==> src/rtl/change_dispenser.sv <==
// change_dispenser: accepts a refund amount over a valid/ready handshake.
// It breaks the amount greedily into 50/10/5 coins and ejects one coin per
// pulse, with GAP idle cycles between consecutive pulses. Any residue
// below 5 is dropped and flagged on residue_err together with done.

module change_dispenser #(
    parameter int AMT_W = 7,
    parameter int GAP   = 1
) (
    input  logic             clk,
    input  logic             rst_n,
    input  logic             refund_valid,
    input  logic [AMT_W-1:0] refund_amount,
    output logic             refund_ready,
    output logic             coin_out_50,
    output logic             coin_out_10,
    output logic             coin_out_5,
    output logic [AMT_W-1:0] remaining,
    output logic             busy,
    output logic             done,
    output logic             residue_err
);

    // The gap counter must be able to hold the value GAP itself.
    localparam int CNT_W = (GAP < 2) ? 1 : $clog2(GAP + 1);

    localparam logic [AMT_W-1:0] COIN_50 = AMT_W'(50);
    localparam logic [AMT_W-1:0] COIN_10 = AMT_W'(10);
    localparam logic [AMT_W-1:0] COIN_5  = AMT_W'(5);
    localparam logic [CNT_W-1:0] GAP_LOAD = CNT_W'(GAP);
    localparam logic [CNT_W-1:0] GAP_LAST = CNT_W'(1);

    typedef enum logic [1:0] {
        S_IDLE     = 2'd0,
        S_DISPENSE = 2'd1,
        S_GAP      = 2'd2
    } state_t;

    state_t           state;
    state_t           state_n;
    logic [AMT_W-1:0] remaining_q;
    logic [AMT_W-1:0] remaining_n;
    logic [CNT_W-1:0] gap_cnt;
    logic [CNT_W-1:0] gap_cnt_n;
    logic             coin_50_q;
    logic             coin_50_n;
    logic             coin_10_q;
    logic             coin_10_n;
    logic             coin_5_q;
    logic             coin_5_n;
    logic             done_q;
    logic             done_n;
    logic             residue_q;
    logic             residue_n;
    logic             handshake;

    // A request is taken only while idle; later changes on the amount are ignored.
    assign handshake = refund_valid && (state == S_IDLE);

    // State, amount, gap counter and the one-cycle output pulses are all registered.
    always_ff @(posedge clk or negedge rst_n) begin
        if (!rst_n) begin
            state       <= S_IDLE;
            remaining_q <= '0;
            gap_cnt     <= '0;
            coin_50_q   <= 1'b0;
            coin_10_q   <= 1'b0;
            coin_5_q    <= 1'b0;
            done_q      <= 1'b0;
            residue_q   <= 1'b0;
        end else begin
            state       <= state_n;
            remaining_q <= remaining_n;
            gap_cnt     <= gap_cnt_n;
            coin_50_q   <= coin_50_n;
            coin_10_q   <= coin_10_n;
            coin_5_q    <= coin_5_n;
            done_q      <= done_n;
            residue_q   <= residue_n;
        end
    end

    // Next-state and next-output decode: one greedy coin decision per DISPENSE cycle.
    always_comb begin
        state_n     = state;
        remaining_n = remaining_q;
        gap_cnt_n   = gap_cnt;
        coin_50_n   = 1'b0;
        coin_10_n   = 1'b0;
        coin_5_n    = 1'b0;
        done_n      = 1'b0;
        residue_n   = 1'b0;

        case (state)
            S_IDLE: begin
                if (handshake) begin
                    remaining_n = refund_amount;
                    state_n     = S_DISPENSE;
                end
            end

            S_DISPENSE: begin
                if (remaining_q >= COIN_50) begin
                    coin_50_n   = 1'b1;
                    remaining_n = remaining_q - COIN_50;
                    gap_cnt_n   = GAP_LOAD;
                    state_n     = S_GAP;
                end else if (remaining_q >= COIN_10) begin
                    coin_10_n   = 1'b1;
                    remaining_n = remaining_q - COIN_10;
                    gap_cnt_n   = GAP_LOAD;
                    state_n     = S_GAP;
                end else if (remaining_q >= COIN_5) begin
                    coin_5_n    = 1'b1;
                    remaining_n = remaining_q - COIN_5;
                    gap_cnt_n   = GAP_LOAD;
                    state_n     = S_GAP;
                end else begin
                    done_n      = 1'b1;
                    residue_n   = (remaining_q != '0);
                    remaining_n = '0;
                    state_n     = S_IDLE;
                end
            end

            S_GAP: begin
                if (gap_cnt == GAP_LAST) begin
                    state_n = S_DISPENSE;
                end else begin
                    gap_cnt_n = gap_cnt - GAP_LAST;
                end
            end

            default: begin
                state_n = S_IDLE;
            end
        endcase
    end

    assign refund_ready = (state == S_IDLE);
    assign busy         = (state != S_IDLE);
    assign coin_out_50  = coin_50_q;
    assign coin_out_10  = coin_10_q;
    assign coin_out_5   = coin_5_q;
    assign remaining    = remaining_q;
    assign done         = done_q;
    assign residue_err  = residue_q;

endmodule

==> config.mk <==
export PLATFORM = sky130hd
export DESIGN_NAME = change_dispenser
export DESIGN_NICKNAME = d
export VERILOG_FILES = /design/src/rtl/change_dispenser.sv
export SDC_FILE = /design/constraint.sdc
export NUM_CORES = 1
export LEC_CHECK = 0
export BUFFER_PORTS_ARGS = -buffer_cell sky130_fd_sc_hd__buf_2
export CAP_MARGIN = 20
export CORE_MARGIN = 3
export CORE_UTILIZATION = 54
export DETAILED_ROUTE_END_ITERATION = 12
export PLACE_DENSITY = 0.75
export SETUP_SLACK_MARGIN = 0.1
export SLEW_MARGIN = 25
export SYNTH_ARGS = -nofsm -noshare
export SYNTH_HDL_FRONTEND = slang
export SYNTH_SLANG_ARGS = --single-unit
==> constraint.sdc <==
create_clock -name clk -period 2.55 [get_ports clk]
set_input_delay 0.255 -clock clk [delete_from_list [all_inputs] [get_ports clk]]
set_output_delay 0.255 -clock clk [all_outputs]
set_load 0.05 [all_outputs]
==> impl_results.md, run 1 <==
- Fillers: 176
- Netlist cell types: 47
- Worst hold path type: primary input to flip-flop
- Ant. Diodes: 0
- Syn. warnings: 0
- Postcts setup bufs: 0
- Skew final: 0.01315 ns
- Clock transition at path regs: 0.11 ns
- Worst setup path class: flip-flop to flip-flop
- Post-Layout Cell Count: 194
- Mapped Area: 1231 um^2
- Post-cts resize count: 0
- GPL Wtd Cong: 0.8847
- Clock sink count: 15
- Clock insertion delay at the later pin of the skew report: 0.31 ns
- CTS tree: yes
- Crit path required time: 2.75 ns
- Standard-cell rows: 16
- MaxCap Viol Count: 0
- Gr usage total: 0.2523
- Crit Path Max Fanout: 11
- Register area share after synthesis: 0.3049
- Ys flop type: dfrtp_1
- Antenna violations before repair: 0
- # DRC: 0
- Setup_tns: 0 ns
- Worst reg-to-reg setup slack: 0.24 ns
- CORE AREA: 2062 um^2
- Num CTS Buffers: 3
- Worst Tran Pin Value: 0.6010 ns
- Worst Setup EP: remaining[4]
- Status: finished, final reports clean
- Via/cell ratio: 6.119
- Grt ovf: 0
- Post-synth EDFFs: 0
- Full die area: 2889 um^2
- Drt total wl: 3183 um
- Final Max Tran Viols: 0
- Asr flop ratio synth: 1.000
- Worst R2R Start: remaining[2]
- IO Pins: 24
- Hpwl dp: 2426 um
- Routed vias: 1,187
- Port Buf Inserts: 23
- Slew margin rel.: 0.5957
- Worst Hold Slack: 0.1842 ns
- Syn nets: 165
- RSZ-0062 raised after global routing: false
- Hold Vio Cnt, Final: 0
- Initial Utilization: 0.5971
- First-pass GRT wire length: 5257 um
- Antenna-violating nets left: 0
- Number of global-route vias before repair: 1,120
- CP startpoint: remaining[2]
- Layout area overhead: 13.92%
- Drt wl/cell: 16.41 um
- Final setup viols: 0
- Reg2reg path depth: 7
- Chip Width: 53.75 um
- Maximum clock insertion buffer count: 2
- Drt first pass iters: 4
- Final Cycle Share: 0.9075
- Minimum clock period: 2.314 ns
- Post-Syn Instances: 144
- Achievable frequency: 432.1 MHz
- Worst EP arrival: 2.52 ns
- CP Launch Type: flip-flop
- H-Tree Level Count: 1
- Worst reg2reg path endpoint: remaining[4]
- Initial drt markers: 43
- Cell Count Post-Placement: 189
- #FFs+latches synth: 15
- Largest net degree at the start of global routing: 18
- Final core utilization: 0.6802
- Clk root buf: clkbuf_4
- Nets@finish: 189
- Mapped Avg Cell Area: 8.550 um^2
- Share of cells above drive strength 1: 0.2156
- Crit. End Element: flip-flop
- Die Span Y: 53.75 um
==> flip-flops by register name, indices dropped and copies added, names as in the netlist <==
| register | cells |
|---|---|
| state | 2 |
| coin_out_50 | 1 |
| gap_cnt | 1 |
| coin_out_10 | 1 |
| done | 1 |
| residue_err | 1 |
| remaining | 7 |
| coin_out_5 | 1 |
==> placed cells by master (no fill, tap or decap), drive strengths merged, types with 3 or more instances in the layout <==
cell and count:
nor2 15, inv 12, o31ai 3, nor3b 3
a21oi 9, nor2b 3, o21ai 14, nor3 5
nand2 12, dfrtp 15, buf 25, clkbuf 3
ha 11
==> logic make-up (layout without fill, tap and decap cells) <==
logic type               after synthesis  count (layout)  share of synthesized area
XOR/XNOR                               4               4                    0.02846
adder cells (fa/ha/maj)               11              11                     0.1118
AO/OA/AOI/OAI                         44              44                     0.2571
buffers and inverters                 19              42                    0.06300
AND/OR/NAND/NOR                       51              51                     0.2348
flip-flops                            15              15                     0.3049
==> critical path: stages (launching register included) <==
cell and delay, ns:
dfrtp_1 0.57, inv_1 0.15, ha_1 0.20, nor2b_1 0.14, o311a_1 0.38, nor2_1 0.39
nor2_1 0.10, o31ai_1 0.27
==> what timing repair did <==
item,in CTS,in global routing
endpoints found under the setup margin,0,0
hold buffers,1,0
hold endpoints to repair,15,0
==> how the worst min path moves through the flow <==
stage                          start           end  slack, ns  cells after the start
CTS                 refund_amount[1]  remaining[1]       0.19                      2
global route        refund_amount[1]  remaining[1]       0.20                      2
detailed placement             rst_n      state[0]       0.19                      1
global placement               rst_n      state[0]       0.18                      1
finish              refund_amount[1]  remaining[1]       0.18                      2
floorplan                      rst_n   coin_out_10      -0.04                      0
==> Yosys cell counts, types with 2 or more instances <==
cell       n  area [um^2]
a21o_1     2        15.01
a21oi_1    9        45.04
buf_2      5        25.02
clkbuf_1   2        7.510
dfrtp_1   15        375.4
ha_1      11        137.6
inv_1     11        41.29
nand2_1   12        45.04
nand3_1    2        10.01
nor2_1    14        52.55
nor2b_1    3        18.77
nor3_1     5        25.02
nor3b_1    3        22.52
o21ai_0   11        55.05
o21ai_1    3        15.01
o31ai_1    3        22.52
xnor2_1    2        17.52
xor2_1     2        17.52
==> through the flow <==
| stage | worst slack (ns) | area [um^2] |
|---|---|---|
| 6_report | 0.2358 | 1403 |
| 5_1_grt | 0.1415 | 1403 |
| 4_1_cts | 0.2759 | 1403 |
| 3_5_place_dp | 0.3353 | 1363 |
| 3_3_place_gp | 0.4229 | 1363 |
| 2_1_floorplan | 0.2726 | 1231 |
==> layout make-up <==
type,count,area [um^2],area share
clock buffer,3,22.52,0.01606
sequential,15,375.4,0.2676
inverter,12,45.04,0.03211
timing repair buffer,26,140.1,0.09991
clock inverter,1,7.507,0.005352
tap,27,33.78,0.02409
multi-input combinational,110,778.2,0.5549
==> layer usage <==
layer | wire (um) | up-vias | GRT usage
met5 | 0 | - | 0
met3 | 241 | 9 | 0.05540
met4 | 62 | 0 | 0.09362
li1 | - | 561 | -
met2 | 1546 | 58 | 0.4194
met1 | 1332 | 559 | 0.3168
Power of run 1 is not shown: default switching activity piles up to over one toggle a cycle in this logic, so the estimate is an artifact.
==> inputs of run 2 (changes only) <==
--- a/config.mk
+++ b/config.mk
@@ -8,9 +8,9 @@
 export BUFFER_PORTS_ARGS = -buffer_cell sky130_fd_sc_hd__buf_2
 export CAP_MARGIN = 20
 export CORE_MARGIN = 3
-export CORE_UTILIZATION = 54
+export CORE_UTILIZATION = 59
 export DETAILED_ROUTE_END_ITERATION = 12
-export PLACE_DENSITY = 0.75
+export PLACE_DENSITY = 0.81
 export SETUP_SLACK_MARGIN = 0.1
 export SLEW_MARGIN = 25
 export SYNTH_ARGS = -nofsm -noshare
==> constraint.sdc (replaced) <==
create_clock -name clk -period 3 [get_ports clk]
set_input_delay 0.3 -clock clk [delete_from_list [all_inputs] [get_ports clk]]
set_output_delay 0.3 -clock clk [all_outputs]
set_load 0.05 [all_outputs]
==> impl_results.md, run 2 (same netlist as run 1, synthesis figures left out) <==
- Setup_tns: 0 ns
- Grt ovf: 0
- Gr usage total: 0.2685
- GPL Wtd Cong: 0.9358
- Standard-cell rows: 15
- Die Span Y: 51.68 um
- Full die area: 2671 um^2
- Commonest non-fill, non-tap cells in the layout: buf_2, dfrtp_1, nor2_1
- Clock transition at path regs: 0.10 ns
- Initial drt markers: 46
- Antenna-violating nets left: 0
- Ant. Diodes: 0
- Share of cells above drive strength 1: 0.2061
- Nets@finish: 187
- Commonest non-fill, non-tap cell in the layout: buf_2
- Number of global-route vias before repair: 1,143
- Final Cycle Share: 0.8224
- Worst EP arrival: 2.71 ns
- CTS tree: yes
- Final Max Tran Viols: 0
- Minimum clock period: 2.467 ns
- Worst setup path class: flip-flop to flip-flop
- Worst hold path type: primary input to flip-flop
- Via/cell ratio: 6.232
- Layout area overhead: 12.50%
- Reg2reg path depth: 7
- Worst R2R Start: state[1]
- Drt total wl: 3027 um
- RSZ-0062 raised after global routing: false
- Drt first pass iters: 4
- Status: finished, final reports clean
- H-Tree Level Count: 1
- Clock insertion delay at the later pin of the skew report: 0.30 ns
- Hpwl dp: 2283 um
- Worst reg2reg path endpoint: remaining[1]
- Chip Width: 51.68 um
- CP startpoint: state[1]
- Clk root buf: clkbuf_4
- Skew final: 0.004800 ns
- CP Launch Type: flip-flop
- IO Pins: 24
- CORE AREA: 1839 um^2
- Drt wl/cell: 15.93 um
- Initial Utilization: 0.6694
- Hold Vio Cnt, Final: 0
- MaxCap Viol Count: 0
- Achievable frequency: 405.3 MHz
- Num CTS Buffers: 3
- Crit path required time: 3.25 ns
- Largest net degree at the start of global routing: 19
- Antenna violations before repair: 0
- Maximum clock insertion buffer count: 2
- Crit Path Max Fanout: 18
- # DRC: 0
- Slew margin rel.: 0.6144
- Worst reg-to-reg setup slack: 0.53 ns
- First-pass GRT wire length: 5326 um
- Routed vias: 1,184
- Max FFs per register: 7
- Worst Setup EP: remaining[1]
- Crit. End Element: flip-flop
- Clock sink count: 15
- Final setup viols: 0
- Port Buf Inserts: 23
- Worst Tran Pin Value: 0.5733 ns
run 2: changes by cell type in the layout (fill, tap and decap cells not counted), sizes merged:
cell,change
buf,-2
run 2: cell type report:
type / instances / area (um^2)
clock buffer: 3 / 22.52
tap: 25 / 31.28
sequential: 15 / 375.4
clock inverter: 1 / 7.507
inverter: 12 / 45.04
timing repair buffer: 24 / 125.1
multi-input combinational: 110 / 778.2
fill: 165 / 454.2
run 2: per-layer routing:
| layer | vias up | part of all wire | track usage |
|---|---|---|---|
| li1 | 558 | - | - |
| met3 | 5 | 0.070 | 0.05158 |
| met4 | 0 | 0.014 | 0.1048 |
| met5 | - | 0 | 0 |
| met1 | 571 | 0.45 | 0.3638 |
| met2 | 50 | 0.47 | 0.4195 |
run 2: critical path, cell delays in order, from the launching register on:
cell,delay (ns)
dfrtp_1,0.43
inv_1,0.10
ha_1,0.52
inv_2,0.16
o21ai_1,0.47
nand2_1,0.20
a2111oi_2,0.37
a311o_1,0.16
run 2: how the worst min path moves through the flow:
stage	to	startpoint	cells past startpoint	slack (ns)
2_1_floorplan	coin_out_10	rst_n	0	0.004
3_3_place_gp	state[0]	rst_n	1	0.22
3_5_place_dp	state[0]	rst_n	1	0.22
4_1_cts	remaining[1]	refund_amount[1]	2	0.27
5_1_grt	remaining[1]	refund_amount[1]	2	0.25
6_report	remaining[1]	refund_amount[1]	2	0.27
run 2: through the flow:
step,area [um^2],hold slack (ns),std cells,setup WS [ns],util
after global placement,1345,0.2181,185,0.7706,0.7313
after detailed placement,1345,0.2242,185,0.6125,0.7313
after global routing,1385,0.2494,190,0.3419,0.7531
after CTS,1385,0.2657,190,0.5757,0.7531
after floorplan,1231,0.004409,144,0.7226,-
final,1385,0.2683,190,0.5327,0.7531
run 2: repair_timing:
item,CTS,global route
buffers inserted,0,0
resized for setup,0,0
hold buffers,1,0
hold endpoints to repair,15,0
Power of run 2 is left out for the same reason.
